File: config.mk
export PLATFORM = sky130hd
export DESIGN_NAME = multicycle_control_flat
export DESIGN_NICKNAME = d
export VERILOG_FILES = /design/src/rtl/rv_ctrl_pkg.sv /design/src/rtl/multicycle_control_if.sv /design/src/rtl/alu_decoder.sv /design/src/rtl/multicycle_control.sv /design/src/flat_wrapper.sv
export SDC_FILE = /design/constraint.sdc
export NUM_CORES = 1
export LEC_CHECK = 0
export CORE_ASPECT_RATIO = 0.5
export CORE_MARGIN = 2
export CORE_UTILIZATION = 30
export CTS_CLUSTER_DIAMETER = 50
export CTS_CLUSTER_SIZE = 16
export DETAILED_ROUTE_END_ITERATION = 16
export PLACE_DENSITY = 0.66
export SLEW_MARGIN = 20
export SYNTH_ARGS = -nofsm -noshare
export SYNTH_HDL_FRONTEND = slang
export SYNTH_SLANG_ARGS = --single-unit
File: constraint.sdc
create_clock -name clk -period 2.9 [get_ports clk]
set_input_delay 0.58 -clock clk [delete_from_list [all_inputs] [get_ports clk]]
set_output_delay 0.58 -clock clk [all_outputs]
set_load 0.01 [all_outputs]
File: src/rtl/rv_ctrl_pkg.sv
// Shared encodings for the multi-cycle RV32I control slice: opcodes, ALU ops, mux selects, FSM states.
package rv_ctrl_pkg;

    localparam logic [6:0] OP_R      = 7'b0110011;
    localparam logic [6:0] OP_IMM    = 7'b0010011;
    localparam logic [6:0] OP_LOAD   = 7'b0000011;
    localparam logic [6:0] OP_STORE  = 7'b0100011;
    localparam logic [6:0] OP_BRANCH = 7'b1100011;
    localparam logic [6:0] OP_JAL    = 7'b1101111;
    localparam logic [6:0] OP_LUI    = 7'b0110111;

    typedef enum logic [3:0] {
        ALU_ADD  = 4'd0, ALU_SUB = 4'd1, ALU_AND = 4'd2, ALU_OR  = 4'd3, ALU_XOR = 4'd4,
        ALU_SLL  = 4'd5, ALU_SRL = 4'd6, ALU_SRA = 4'd7, ALU_SLT = 4'd8, ALU_SLTU = 4'd9
    } alu_op_e;

    typedef enum logic [2:0] {
        IMM_I = 3'd0, IMM_S = 3'd1, IMM_B = 3'd2, IMM_J = 3'd3, IMM_U = 3'd4
    } imm_src_e;

    typedef enum logic [1:0] {
        RES_ALUOUT = 2'd0, RES_MEM = 2'd1, RES_PC = 2'd2, RES_MDU = 2'd3
    } result_src_e;

    localparam logic [1:0] SRC_A_PC    = 2'b00;
    localparam logic [1:0] SRC_A_RS1   = 2'b01;
    localparam logic [1:0] SRC_A_OLDPC = 2'b10;
    localparam logic [1:0] SRC_A_ZERO  = 2'b11;
    localparam logic [1:0] SRC_B_RS2   = 2'b00;
    localparam logic [1:0] SRC_B_IMM   = 2'b01;
    localparam logic [1:0] SRC_B_FOUR  = 2'b10;

    typedef logic [2:0] state_e;
    localparam state_e ST_FETCH    = 3'd0;
    localparam state_e ST_DECODE   = 3'd1;
    localparam state_e ST_EXEC     = 3'd2;
    localparam state_e ST_MEM      = 3'd3;
    localparam state_e ST_WB       = 3'd4;
    localparam state_e ST_ERROR    = 3'd5;
`ifdef RV32M_EN
    localparam state_e ST_MDU_WAIT = 3'd6;
`endif

    // alt selects SUB/SRA (funct7[5] for R-type, shift-right-arith for I-type)
    function automatic alu_op_e alu_op_from_funct(input logic [2:0] funct3, input logic alt);
        case (funct3)
            3'b000:  return alt ? ALU_SUB : ALU_ADD;
            3'b001:  return ALU_SLL;
            3'b010:  return ALU_SLT;
            3'b011:  return ALU_SLTU;
            3'b100:  return ALU_XOR;
            3'b101:  return alt ? ALU_SRA : ALU_SRL;
            3'b110:  return ALU_OR;
            default: return ALU_AND;
        endcase
    endfunction

endpackage

File: src/rtl/multicycle_control_if.sv
// Unified memory port between the control FSM (master) and the memory (slave).
interface multicycle_control_if;
    logic mem_req;
    logic mem_we;
    logic mem_sel;
    logic mem_ready;

    modport master (output mem_req, output mem_we, output mem_sel, input mem_ready);
    modport slave  (input mem_req, input mem_we, input mem_sel, output mem_ready);
endinterface

File: src/rtl/alu_decoder.sv
// Combinational {opcode,funct3,funct7} -> ALU operation, illegal R/I-ALU encodings, MDU select.
module alu_decoder
    import rv_ctrl_pkg::*;
(
    input  logic [6:0] opcode,
    input  logic [2:0] funct3,
    input  logic [6:0] funct7,
    output alu_op_e    alu_op,
    output logic       illegal_alu,
    output logic       is_mdu
);

    always_comb begin
        alu_op      = ALU_ADD;
        illegal_alu = 1'b0;
        is_mdu      = 1'b0;
        if (opcode == OP_R) begin
            if (funct7 == 7'b0000000) begin
                alu_op = alu_op_from_funct(funct3, 1'b0);
            end else if (funct7 == 7'b0100000 && (funct3 == 3'b000 || funct3 == 3'b101)) begin
                alu_op = alu_op_from_funct(funct3, 1'b1);
`ifdef RV32M_EN
            end else if (funct7 == 7'b0000001) begin
                is_mdu = 1'b1;
`endif
            end else begin
                illegal_alu = 1'b1;
            end
        end else if (opcode == OP_IMM) begin
            alu_op = alu_op_from_funct(funct3, (funct3 == 3'b101) && funct7[5]);
            // shift immediates only tolerate funct7[5] (and only on right shifts)
            if (funct3 == 3'b001 && funct7 != 7'b0000000)
                illegal_alu = 1'b1;
            if (funct3 == 3'b101 && {funct7[6], funct7[4:0]} != 6'b000000)
                illegal_alu = 1'b1;
        end
    end

endmodule

File: src/rtl/multicycle_control.sv
// Multi-cycle RV32I control FSM over a shared datapath and unified memory port.
// Define RV32M_EN to sequence MUL/DIV through an external iterative MDU.
module multicycle_control
    import rv_ctrl_pkg::*;
#(
    parameter int unsigned MEM_TIMEOUT = 16,
    parameter int unsigned ALU_CTRL_W  = 4,
    parameter int unsigned IMM_SRC_W   = 3
) (
    input  logic                    clk,
    input  logic                    rst,
    input  logic [31:0]             instr,
    input  logic                    branch_taken,
    input  logic                    mdu_done,
    multicycle_control_if.master    mem,
    output logic                    ir_write,
    output logic                    pc_write,
    output logic                    pc_src,
    output logic                    reg_write,
    output logic [1:0]              alu_src_a,
    output logic [1:0]              alu_src_b,
    output logic [IMM_SRC_W-1:0]    imm_src,
    output logic [ALU_CTRL_W-1:0]   alu_control,
    output logic [1:0]              result_src,
    output logic                    mdu_start,
    output logic                    retire,
    output logic                    illegal,
    output logic                    bus_err
);

    localparam int unsigned CNT_W = (MEM_TIMEOUT == 0) ? 1 : $clog2(MEM_TIMEOUT + 1);

    state_e     state, next_state;
    logic [CNT_W-1:0] wait_cnt;
    logic       illegal_q, bus_err_q;
    logic       set_illegal, set_bus_err;
    logic       mem_req_c, mem_we_c, mem_sel_c;
    logic       timeout_hit, opcode_ok;
    alu_op_e    alu_op;
    logic       illegal_alu, is_mdu;
    imm_src_e   imm_sel;

    logic [6:0] opcode;
    assign opcode = instr[6:0];

    alu_decoder u_alu_decoder (
        .opcode      (opcode),
        .funct3      (instr[14:12]),
        .funct7      (instr[31:25]),
        .alu_op      (alu_op),
        .illegal_alu (illegal_alu),
        .is_mdu      (is_mdu)
    );

    logic unused_bits;
`ifdef RV32M_EN
    assign unused_bits = ^{instr[24:15], instr[11:7]};
`else
    assign unused_bits = ^{instr[24:15], instr[11:7], mdu_done, is_mdu};
`endif

    assign mem.mem_req = mem_req_c;
    assign mem.mem_we  = mem_we_c;
    assign mem.mem_sel = mem_sel_c;

    // last permitted wait cycle; a same-cycle mem_ready still completes the access
    assign timeout_hit = (MEM_TIMEOUT != 0) && (wait_cnt == CNT_W'(MEM_TIMEOUT - 1));

    always_comb begin
        opcode_ok = 1'b0;
        imm_sel   = IMM_I;
        case (opcode)
            OP_R, OP_IMM, OP_LOAD: opcode_ok = 1'b1;
            OP_STORE:  begin opcode_ok = 1'b1; imm_sel = IMM_S; end
            OP_BRANCH: begin opcode_ok = 1'b1; imm_sel = IMM_B; end
            OP_JAL:    begin opcode_ok = 1'b1; imm_sel = IMM_J; end
            OP_LUI:    begin opcode_ok = 1'b1; imm_sel = IMM_U; end
            default:   ;
        endcase
    end

    always_ff @(posedge clk) begin
        if (rst) begin
            state     <= ST_FETCH;
            wait_cnt  <= '0;
            illegal_q <= 1'b0;
            bus_err_q <= 1'b0;
        end else begin
            state <= next_state;
            if (next_state != state)
                wait_cnt <= '0;
            else if (mem_req_c && !mem.mem_ready)
                wait_cnt <= wait_cnt + CNT_W'(1);
            if (set_illegal)
                illegal_q <= 1'b1;
            if (set_bus_err)
                bus_err_q <= 1'b1;
        end
    end

    always_comb begin
        next_state  = state;
        set_illegal = 1'b0;
        set_bus_err = 1'b0;
        mem_req_c   = 1'b0;
        mem_we_c    = 1'b0;
        mem_sel_c   = 1'b0;
        ir_write    = 1'b0;
        pc_write    = 1'b0;
        pc_src      = 1'b0;
        reg_write   = 1'b0;
        alu_src_a   = SRC_A_PC;
        alu_src_b   = SRC_B_RS2;
        imm_src     = '0;
        alu_control = ALU_CTRL_W'(ALU_ADD);
        result_src  = RES_ALUOUT;
        mdu_start   = 1'b0;
        retire      = 1'b0;
        illegal     = 1'b0;
        bus_err     = 1'b0;
        if (!rst) begin
            illegal = illegal_q;
            bus_err = bus_err_q;
            case (state)
                ST_FETCH: begin
                    mem_req_c = 1'b1;
                    alu_src_b = SRC_B_FOUR;
                    if (mem.mem_ready) begin
                        ir_write   = 1'b1;
                        pc_write   = 1'b1;
                        next_state = ST_DECODE;
                    end else if (timeout_hit) begin
                        set_bus_err = 1'b1;
                        next_state  = ST_ERROR;
                    end
                end
                ST_DECODE: begin
                    alu_src_a = SRC_A_OLDPC;
                    alu_src_b = SRC_B_IMM;
                    imm_src   = IMM_SRC_W'(imm_sel);
                    if (!opcode_ok || illegal_alu) begin
                        set_illegal = 1'b1;
                        next_state  = ST_ERROR;
                    end else begin
                        next_state  = ST_EXEC;
                    end
                end
                ST_EXEC: begin
                    imm_src = IMM_SRC_W'(imm_sel);
                    case (opcode)
                        OP_R: begin
                            alu_src_a   = SRC_A_RS1;
                            alu_control = ALU_CTRL_W'(alu_op);
                            next_state  = ST_WB;
`ifdef RV32M_EN
                            if (is_mdu) begin
                                mdu_start  = 1'b1;
                                next_state = ST_MDU_WAIT;
                            end
`endif
                        end
                        OP_IMM: begin
                            alu_src_a   = SRC_A_RS1;
                            alu_src_b   = SRC_B_IMM;
                            alu_control = ALU_CTRL_W'(alu_op);
                            next_state  = ST_WB;
                        end
                        OP_LOAD, OP_STORE: begin
                            alu_src_a  = SRC_A_RS1;
                            alu_src_b  = SRC_B_IMM;
                            next_state = ST_MEM;
                        end
                        OP_BRANCH: begin
                            alu_src_a   = SRC_A_RS1;
                            alu_control = ALU_CTRL_W'(ALU_SUB);
                            pc_write    = branch_taken;
                            pc_src      = 1'b1;
                            retire      = 1'b1;
                            next_state  = ST_FETCH;
                        end
                        OP_JAL: begin
                            pc_write   = 1'b1;
                            pc_src     = 1'b1;
                            reg_write  = 1'b1;
                            result_src = RES_PC;
                            retire     = 1'b1;
                            next_state = ST_FETCH;
                        end
                        OP_LUI: begin
                            alu_src_a  = SRC_A_ZERO;
                            alu_src_b  = SRC_B_IMM;
                            next_state = ST_WB;
                        end
                        default: begin
                            set_illegal = 1'b1;
                            next_state  = ST_ERROR;
                        end
                    endcase
                end
                ST_MEM: begin
                    mem_req_c = 1'b1;
                    mem_sel_c = 1'b1;
                    mem_we_c  = (opcode == OP_STORE);
                    if (mem.mem_ready) begin
                        if (opcode == OP_STORE) begin
                            retire     = 1'b1;
                            next_state = ST_FETCH;
                        end else begin
                            next_state = ST_WB;
                        end
                    end else if (timeout_hit) begin
                        set_bus_err = 1'b1;
                        next_state  = ST_ERROR;
                    end
                end
                ST_WB: begin
                    reg_write  = 1'b1;
                    retire     = 1'b1;
                    result_src = (opcode == OP_LOAD) ? RES_MEM : RES_ALUOUT;
`ifdef RV32M_EN
                    if (is_mdu)
                        result_src = RES_MDU;
`endif
                    next_state = ST_FETCH;
                end
`ifdef RV32M_EN
                ST_MDU_WAIT: begin
                    if (mdu_done)
                        next_state = ST_WB;
                end
`endif
                ST_ERROR: ;
                default: next_state = ST_FETCH;
            endcase
        end
    end

endmodule

File: src/flat_wrapper.sv
// flat-port wrapper written by rule: the top's interface ports become plain ports
module multicycle_control_flat import rv_ctrl_pkg::*;
#(
    parameter int unsigned MEM_TIMEOUT = 16,
    parameter int unsigned ALU_CTRL_W  = 4,
    parameter int unsigned IMM_SRC_W   = 3
)
  (clk, rst, instr, branch_taken, mdu_done, ir_write, pc_write, pc_src, reg_write, alu_src_a, alu_src_b, imm_src, alu_control, result_src, mdu_start, retire, illegal, bus_err, mem_mem_req, mem_mem_we, mem_mem_sel, mem_mem_ready);
  multicycle_control_if mem_i ();
  input  logic clk;
  input  logic rst;
  input  logic [31:0] instr;
  input  logic branch_taken;
  input  logic mdu_done;
  output logic ir_write;
  output logic pc_write;
  output logic pc_src;
  output logic reg_write;
  output logic [1:0] alu_src_a;
  output logic [1:0] alu_src_b;
  output logic [IMM_SRC_W-1:0] imm_src;
  output logic [ALU_CTRL_W-1:0] alu_control;
  output logic [1:0] result_src;
  output logic mdu_start;
  output logic retire;
  output logic illegal;
  output logic bus_err;
  output wire logic [$bits(mem_i.mem_req)-1:0] mem_mem_req;
  output wire logic [$bits(mem_i.mem_we)-1:0] mem_mem_we;
  output wire logic [$bits(mem_i.mem_sel)-1:0] mem_mem_sel;
  input wire logic [$bits(mem_i.mem_ready)-1:0] mem_mem_ready;
  assign mem_mem_req = mem_i.mem_req;
  assign mem_mem_we = mem_i.mem_we;
  assign mem_mem_sel = mem_i.mem_sel;
  assign mem_i.mem_ready = mem_mem_ready;
  multicycle_control #(.MEM_TIMEOUT(MEM_TIMEOUT), .ALU_CTRL_W(ALU_CTRL_W), .IMM_SRC_W(IMM_SRC_W)) u_core (.clk(clk), .rst(rst), .instr(instr), .branch_taken(branch_taken), .mdu_done(mdu_done), .mem(mem_i), .ir_write(ir_write), .pc_write(pc_write), .pc_src(pc_src), .reg_write(reg_write), .alu_src_a(alu_src_a), .alu_src_b(alu_src_b), .imm_src(imm_src), .alu_control(alu_control), .result_src(result_src), .mdu_start(mdu_start), .retire(retire), .illegal(illegal), .bus_err(bus_err));
endmodule
======== Word level (Yosys, flattened, before mapping) ========
Cells that the tools add are included.
operators by class
  add/sub/neg operators ................... 1
  $mul .................................... 0
  divide/modulo/power cells ............... 0
  $lt $le $gt $ge ......................... 0
  equal/unequal tests ..................... 21
  shift operators ......................... 0
  muxes and demuxes ....................... 71
  bitwise logic cells ..................... 0
  reduce and logical (&&, ||, !) cells .... 24
operators with widths
  kind                count
  $pmux 4 s7          3
  $mux 1              38
  $eq 7x6->1 const B  4
  $mux 3              8
  $mux 4              5
  $eq 3x3->1 const B  5
  $pmux 3 s5          1
  $eq 7x7->1 const B  2
  $eq 3x2->1 const B  4
  $pmux 2 s2          3
  $pmux 3 s4          1
  $reduce_or 2->1     6
  $pmux 3 s3          1
  $mux 2              4
  $pmux 1 s2          4
  $pmux 4 s2          1
  $eq 7x2->1 const B  1
  $eq 7x5->1 const B  1
  $logic_not 7->1     1
  $reduce_bool 7->1   1
  $reduce_or 7->1     1
  $eq 3x1->1 const B  2
  $logic_not 3->1     2
  $pmux 2 s3          1
  11 further kinds    17
word-level totals
  flip-flop bits (word level) ............. 10
  bits in latches ......................... 0
  memory bits (writable) .................. 0
  bits in read-only memories .............. 0
  bits of input ports ..................... 37
  memories kept ........................... 0

======== Longest topological paths before layout ========
  word-level depth ........................ 12
  depth in mapped cells ................... 8
  depth with buffers taken out ............ 8

======== Cells and area by module ========
From an unflattened synthesis, not the netlist that was laid out.
unflattened totals
  cell total of the unflattened synthesis .. 177
  area total of the unflattened synthesis .. 1301.2 µm²
modules (own cells, without submodules)
  module              times used  cells an instance  area each (µm²)  sequential area each (µm²)
  multicycle_control  1           144                1069.8           200.2
  alu_decoder         1           33                 231.5            0.0

======== Least setup slack after synthesis ========
Ideal clock, no wire load.
  path type ............................... input-to-output
  start ................................... input instr[3]
  end ..................................... output alu_control[1]
  data arrival time ....................... 2.232 ns
  data required time ...................... 2.320 ns
  setup slack ............................. 0.088 ns
  cell stages on the path ................. 6
  buffers on the path ..................... 2
  cell sequence ........................... buf_2 -> and4bb_1 -> buf_2 -> nand2_1 -> or3_1 -> a2111oi_0
between the ends
  word-level cells in the longest chain between the ends .. 5
ends and longest elaborated chain
  item                                       RTL line                                                         RTL
  start: declaration                         flat_wrapper.sv:12                                               input logic [31:0] instr;
  $eq 7x6->1 or $eq 7x5->1 (tied branches)   alu_decoder.sv:17, multicycle_control.sv:150, alu_decoder.sv:29
  $mux 4 or $reduce_or 2->1 (tied branches)  n/a
  $pmux 4 s2 *                               multicycle_control.sv:150                                        case (opcode)
  $mux 4 *                                   multicycle_control.sv:124                                        case (state)
  $mux 4 *                                   multicycle_control.sv:121                                        if (!rst) begin
  end: declaration                           flat_wrapper.sv:22                                               output logic [ALU_CTRL_W-1:0] alu_control;
Every way passes the cells marked *; elsewhere a longest branch is shown, timed or not.

======== Worst setup path after layout ========
  start ................................... input instr[4]
  end ..................................... output alu_control[0]
The elaborated chain is that of the path after synthesis.

==> metrics.txt <==
# TYPE chip_impl_metric gauge
chip_impl_metric{name="clk_latency",unit="ns"} 0.24
chip_impl_metric{name="port_buffers",unit=""} 43
chip_impl_metric{name="placeableCoreArea",unit="µm²"} 3490
chip_impl_info{name="synth-main-ff-cell",value="sky130_fd_sc_hd__dfxtp_1"} 1
chip_impl_metric{name="die_w",unit="µm"} 90.1
chip_impl_metric{name="synth.net_count",unit=""} 197
chip_impl_metric{name="slew_viol_final",unit=""} 0
chip_impl_info{name="path_delay_family",value="buffers and inverters"} 1
chip_impl_metric{name="finalCritPeriodShare",unit="%"} 100
chip_impl_metric{name="route.detailed.wl_per_inst",unit="µm"} 13.6
chip_impl_metric{name="dp.cells",unit=""} 278
chip_impl_info{name="outcome",value="complete, but fails checks"} 1
chip_impl_metric{name="cts.sink_count",unit=""} 10
chip_impl_metric{name="postLayoutSetupSlackWorst",unit="ns"} -0.00594
chip_impl_info{name="hold_class",value="flop to flop"} 1
chip_impl_metric{name="cap_viol_max_count",unit=""} 0
chip_impl_metric{name="clk_pin_slew_worst_paths",unit="ns"} 0.05
chip_impl_metric{name="dr.pass1.iters",unit=""} 4
chip_impl_metric{name="area_growth_syn_to_layout",unit="%"} 74.9
chip_impl_metric{name="p_total",unit="µW"} 515
chip_impl_metric{name="globalRoute.totalOverflow",unit=""} 0
chip_impl_metric{name="postSynthCellCount",unit=""} 158
chip_impl_metric{name="drive_gt1_share",unit="%"} 27.4
chip_impl_metric{name="multiInputGateArea",unit="µm²"} 898
chip_impl_metric{name="timing.clock.skew",unit="ns"} 0.00207
chip_impl_metric{name="power.density",unit="nW/µm²"} 265
chip_impl_metric{name="cts.path.max_buffers",unit=""} 2
chip_impl_metric{name="route.antenna.remaining_nets",unit=""} 0
chip_impl_metric{name="hold_violations",unit=""} 0
chip_impl_metric{name="period_needed",unit="ns"} 2.91
chip_impl_metric{name="path_max_fanout",unit=""} 4
chip_impl_metric{name="hold_ws",unit="ns"} 0.492
chip_impl_metric{name="grt_max_degree",unit=""} 16
chip_impl_info{name="rsz0062_at_grt",value="yes"} 1
chip_impl_info{name="critical_path.cell_chain",value="clkdlybuf4s50_1, nand2_1, nor3_4, and3_1, o311ai_1, a2111oi_2, buf_2"} 1
chip_impl_metric{name="fp.dieH",unit="µm"} 47.1
chip_impl_metric{name="synth_cell_types",unit=""} 53
chip_impl_info{name="tritoncts",value="yes"} 1
chip_impl_metric{name="ioPinCount",unit=""} 61
chip_impl_metric{name="synth_enable_flop_cells",unit=""} 0
chip_impl_info{name="worstSetupPathType",value="input pin to primary output"} 1
chip_impl_metric{name="iter_0_drt_violations",unit=""} 45
chip_impl_metric{name="wl_met2",unit="µm"} 1790
chip_impl_metric{name="grt_first_pass_wirelength",unit="µm"} 6310
chip_impl_info{name="crit_path_capture_type",value="primary output"} 1
chip_impl_metric{name="finalSetupViolCount",unit=""} 1
chip_impl_metric{name="tightestPinTransition",unit="ns"} 0.561
chip_impl_metric{name="arrival",unit="ns"} 2.33
chip_impl_info{name="cts.root.buffer_cell",value="sky130_fd_sc_hd__clkbuf_8"} 1
chip_impl_metric{name="ys_async_sr_fraction",unit="%"} 0
chip_impl_metric{name="route.layer.met1.wl",unit="µm"} 1810
chip_impl_info{name="kind_of_start_point_of_the_critical_path",value="input pin"} 1
chip_impl_metric{name="number_of_antenna_violations_at_the_first_check_in_global_routing",unit=""} 0
chip_impl_metric{name="post_drt_via_cell_ratio",unit=""} 5.15
chip_impl_info{name="violations",value="negative setup slack"} 1
chip_impl_metric{name="core.rowCount",unit=""} 15
chip_impl_metric{name="final_cell_count_no_fill",unit=""} 285
chip_impl_metric{name="detail_route.wirelength",unit="µm"} 3870
chip_impl_info{name="top_signal_layer_used",value="met4"} 1
chip_impl_metric{name="via_count",unit=""} 1469
chip_impl_metric{name="sequential_cell_area",unit="µm²"} 200
chip_impl_metric{name="worstPathBufferInverterCount",unit=""} 2
chip_impl_metric{name="gr-usage-all-layers",unit="%"} 18.5
chip_impl_metric{name="detailedPlace.worstSlack",unit="ns"} -0.814
chip_impl_metric{name="cpPeakStageDelay",unit="ns"} 0.50
chip_impl_metric{name="post_synth.cell_area_avg",unit="µm²"} 7.04
chip_impl_metric{name="detailedPlacementHpwl",unit="µm"} 2950
chip_impl_metric{name="antenna_cells",unit=""} 0
chip_impl_metric{name="htreeDepth",unit=""} 1
chip_impl_metric{name="ys_warn_count",unit=""} 0
chip_impl_info{name="slowest_stage",value="sky130_fd_sc_hd__clkdlybuf4s50_1"} 1
chip_impl_metric{name="ir_drop",unit="mV"} 0.338
chip_impl_metric{name="route.met3.wl",unit="µm"} 210
chip_impl_metric{name="cts_made_buffers",unit=""} 3
chip_impl_metric{name="gp_congestion",unit=""} 0.833
chip_impl_metric{name="first_global_vias",unit=""} 1340
chip_impl_metric{name="relSlewSlack",unit="%"} 62.4
chip_impl_metric{name="ys_seq_area_share",unit="%"} 18.0
chip_impl_metric{name="postSynthRegisterBits",unit=""} 10
chip_impl_metric{name="post-route-drc-count",unit=""} 0
chip_impl_metric{name="nets",unit=""} 274
chip_impl_metric{name="power_leakage",unit="µW"} 0.000873
chip_impl_metric{name="clock.fmax",unit="GHz"} 0.344
chip_impl_metric{name="starting_utilization_of_the_core_area",unit="%"} 31.9
chip_impl_metric{name="timing.critical_path.required",unit="ns"} 2.32
chip_impl_metric{name="n_fill_cell",unit=""} 342
chip_impl_metric{name="fp.dieArea",unit="µm²"} 4240
chip_impl_metric{name="synth.cell_area",unit="µm²"} 1110
==> final timing paths <==
kind / from / endpoint / slack [ns] / cells past startpoint
max: instr[4] / alu_control[0] / -0.006 / 7
min: u_core.illegal_q / u_core.illegal_q / 0.49 / 2
max reg2reg: u_core.wait_cnt[0] / u_core.wait_cnt[4] / 0.97 / 8
min reg2reg: u_core.illegal_q / u_core.illegal_q / 0.49 / 2
==> registers in the layout (all words and copies together) (netlist names) <==
signal            cells
u_core.illegal_q      1
u_core.wait_cnt       5
u_core.state          3
u_core.bus_err_q      1
==> cell families (layout without fill, tap and decap cells) <==
logic type / after synthesis / count (layout) / share of synthesized area (%)
AOI/OAI and AO/OA: 44 / 44 / 27.2
xor gates and xnor gates: 5 / 5 / 3.94
adders and majority gates: 2 / 2 / 2.25
buffers and inverters: 19 / 95 / 7.20
DFF: 10 / 10 / 18.0
muxes: 1 / 1 / 0.900
other: 1 / 1 / 0.337
and+or+nand+nor: 76 / 76 / 40.2
==> final cells by class <==
class | instances | share of cell area (%)
Clock buffer | 4 | 2.83
Inverter | 9 | 1.74
Multi-Input combinational cell | 129 | 46.2
Sequential cell | 10 | 10.3
Tap cell | 51 | 3.28
Timing Repair Buffer | 82 | 35.7
==> synth_stat cells, types with 2 or more instances <==
master,count,area (µm²)
sky130_fd_sc_hd__ha_1,2,25.0
sky130_fd_sc_hd__and3_1,4,25.0
sky130_fd_sc_hd__o21bai_1,4,30.0
sky130_fd_sc_hd__clkbuf_1,5,18.8
sky130_fd_sc_hd__nand4bb_1,2,22.5
sky130_fd_sc_hd__inv_1,8,30.0
sky130_fd_sc_hd__buf_2,4,20.0
sky130_fd_sc_hd__o31ai_1,2,15.0
sky130_fd_sc_hd__nand2_1,9,33.8
sky130_fd_sc_hd__nor4b_1,2,17.5
sky130_fd_sc_hd__xor2_1,3,26.3
sky130_fd_sc_hd__nor3b_1,3,22.5
sky130_fd_sc_hd__nand3_1,6,30.0
sky130_fd_sc_hd__nor4_1,2,12.5
sky130_fd_sc_hd__dfxtp_1,10,200
sky130_fd_sc_hd__nor2_1,17,63.8
sky130_fd_sc_hd__a21oi_1,12,60.1
sky130_fd_sc_hd__a311oi_1,2,17.5
sky130_fd_sc_hd__o21ai_0,6,30.0
sky130_fd_sc_hd__a21o_1,2,15.0
sky130_fd_sc_hd__or3_1,2,12.5
sky130_fd_sc_hd__xnor2_1,2,17.5
sky130_fd_sc_hd__nor2b_1,5,31.3
sky130_fd_sc_hd__nand2b_1,4,25.0
sky130_fd_sc_hd__a211oi_1,3,22.5
sky130_fd_sc_hd__nor3_1,9,45.0
sky130_fd_sc_hd__nand4_1,2,12.5
==> where the power goes <==
| part | internal, µW | switching, µW | total, µW |
|---|---|---|---|
| Combinational | 95.0 | 97.4 | 192 |
| Clock | 119 | 55.3 | 175 |
| Sequential | 145 | 3.41 | 148 |
==> per-layer routing <==
metal  global-route usage (%)  vias up
li1                         -      736
met1                     24.4      683
met2                     33.2       42
met3                     3.05        8
met4                     4.31        0
met5                        0        -
==> timing repair <==
item	4_1_cts	5_1_grt
gates resized for setup	52	12
hold buffers	0	0
buffers inserted	3	1
pin swaps	7	4
endpoints found under the setup margin	17	8
==> worst reg2reg max path, delay by kind of cell (launching register included) <==
family                     cells  cell delay, ns
AOI/OAI and AO/OA              4            0.70
adders and majority gates      2            0.42
and+or+nand+nor                2            0.39
DFF                            1            0.33
==> layout by cell type, fill, tap and decap left out, types with 2 or more instances in the layout <==
cell type / instances
sky130_fd_sc_hd__buf_4: 37
sky130_fd_sc_hd__nor2_1: 16
sky130_fd_sc_hd__clkdlybuf4s50_1: 16
sky130_fd_sc_hd__dlygate4sd2_1: 14
sky130_fd_sc_hd__a21oi_1: 11
sky130_fd_sc_hd__dfxtp_1: 10
sky130_fd_sc_hd__nand2_1: 9
sky130_fd_sc_hd__inv_1: 8
sky130_fd_sc_hd__nor3_1: 7
sky130_fd_sc_hd__nand3_1: 6
sky130_fd_sc_hd__o21ai_0: 5
sky130_fd_sc_hd__nor2b_1: 5
sky130_fd_sc_hd__and3_1: 4
sky130_fd_sc_hd__nand2b_1: 4
sky130_fd_sc_hd__o21bai_1: 4
sky130_fd_sc_hd__clkbuf_8: 4
sky130_fd_sc_hd__buf_2: 4
sky130_fd_sc_hd__dlymetal6s2s_1: 4
sky130_fd_sc_hd__xor2_1: 3
sky130_fd_sc_hd__nor3b_1: 3
sky130_fd_sc_hd__a211oi_1: 3
sky130_fd_sc_hd__buf_6: 3
sky130_fd_sc_hd__nor4_1: 2
sky130_fd_sc_hd__nor3_2: 2
sky130_fd_sc_hd__nand4bb_1: 2
sky130_fd_sc_hd__xnor2_1: 2
sky130_fd_sc_hd__nand4_1: 2
sky130_fd_sc_hd__a21o_1: 2
sky130_fd_sc_hd__a311oi_1: 2
sky130_fd_sc_hd__o31ai_1: 2
sky130_fd_sc_hd__ha_1: 2
sky130_fd_sc_hd__clkdlybuf4s15_1: 2
sky130_fd_sc_hd__clkbuf_2: 2
==> metrics by stage <==
step | cell area (µm²) | TNS (ns) | utilization, %
finish | 1950 | -0.00594 | 55.7
CTS | 1930 | -0.0531 | 55.3
floorplan | 1110 | 0 | -
global placement | 1830 | -4.92 | 52.4
global route | 1950 | -0.132 | 55.7
detailed placement | 1830 | -5.21 | 52.4
Note: power is estimated with default switching activity, not from simulation.
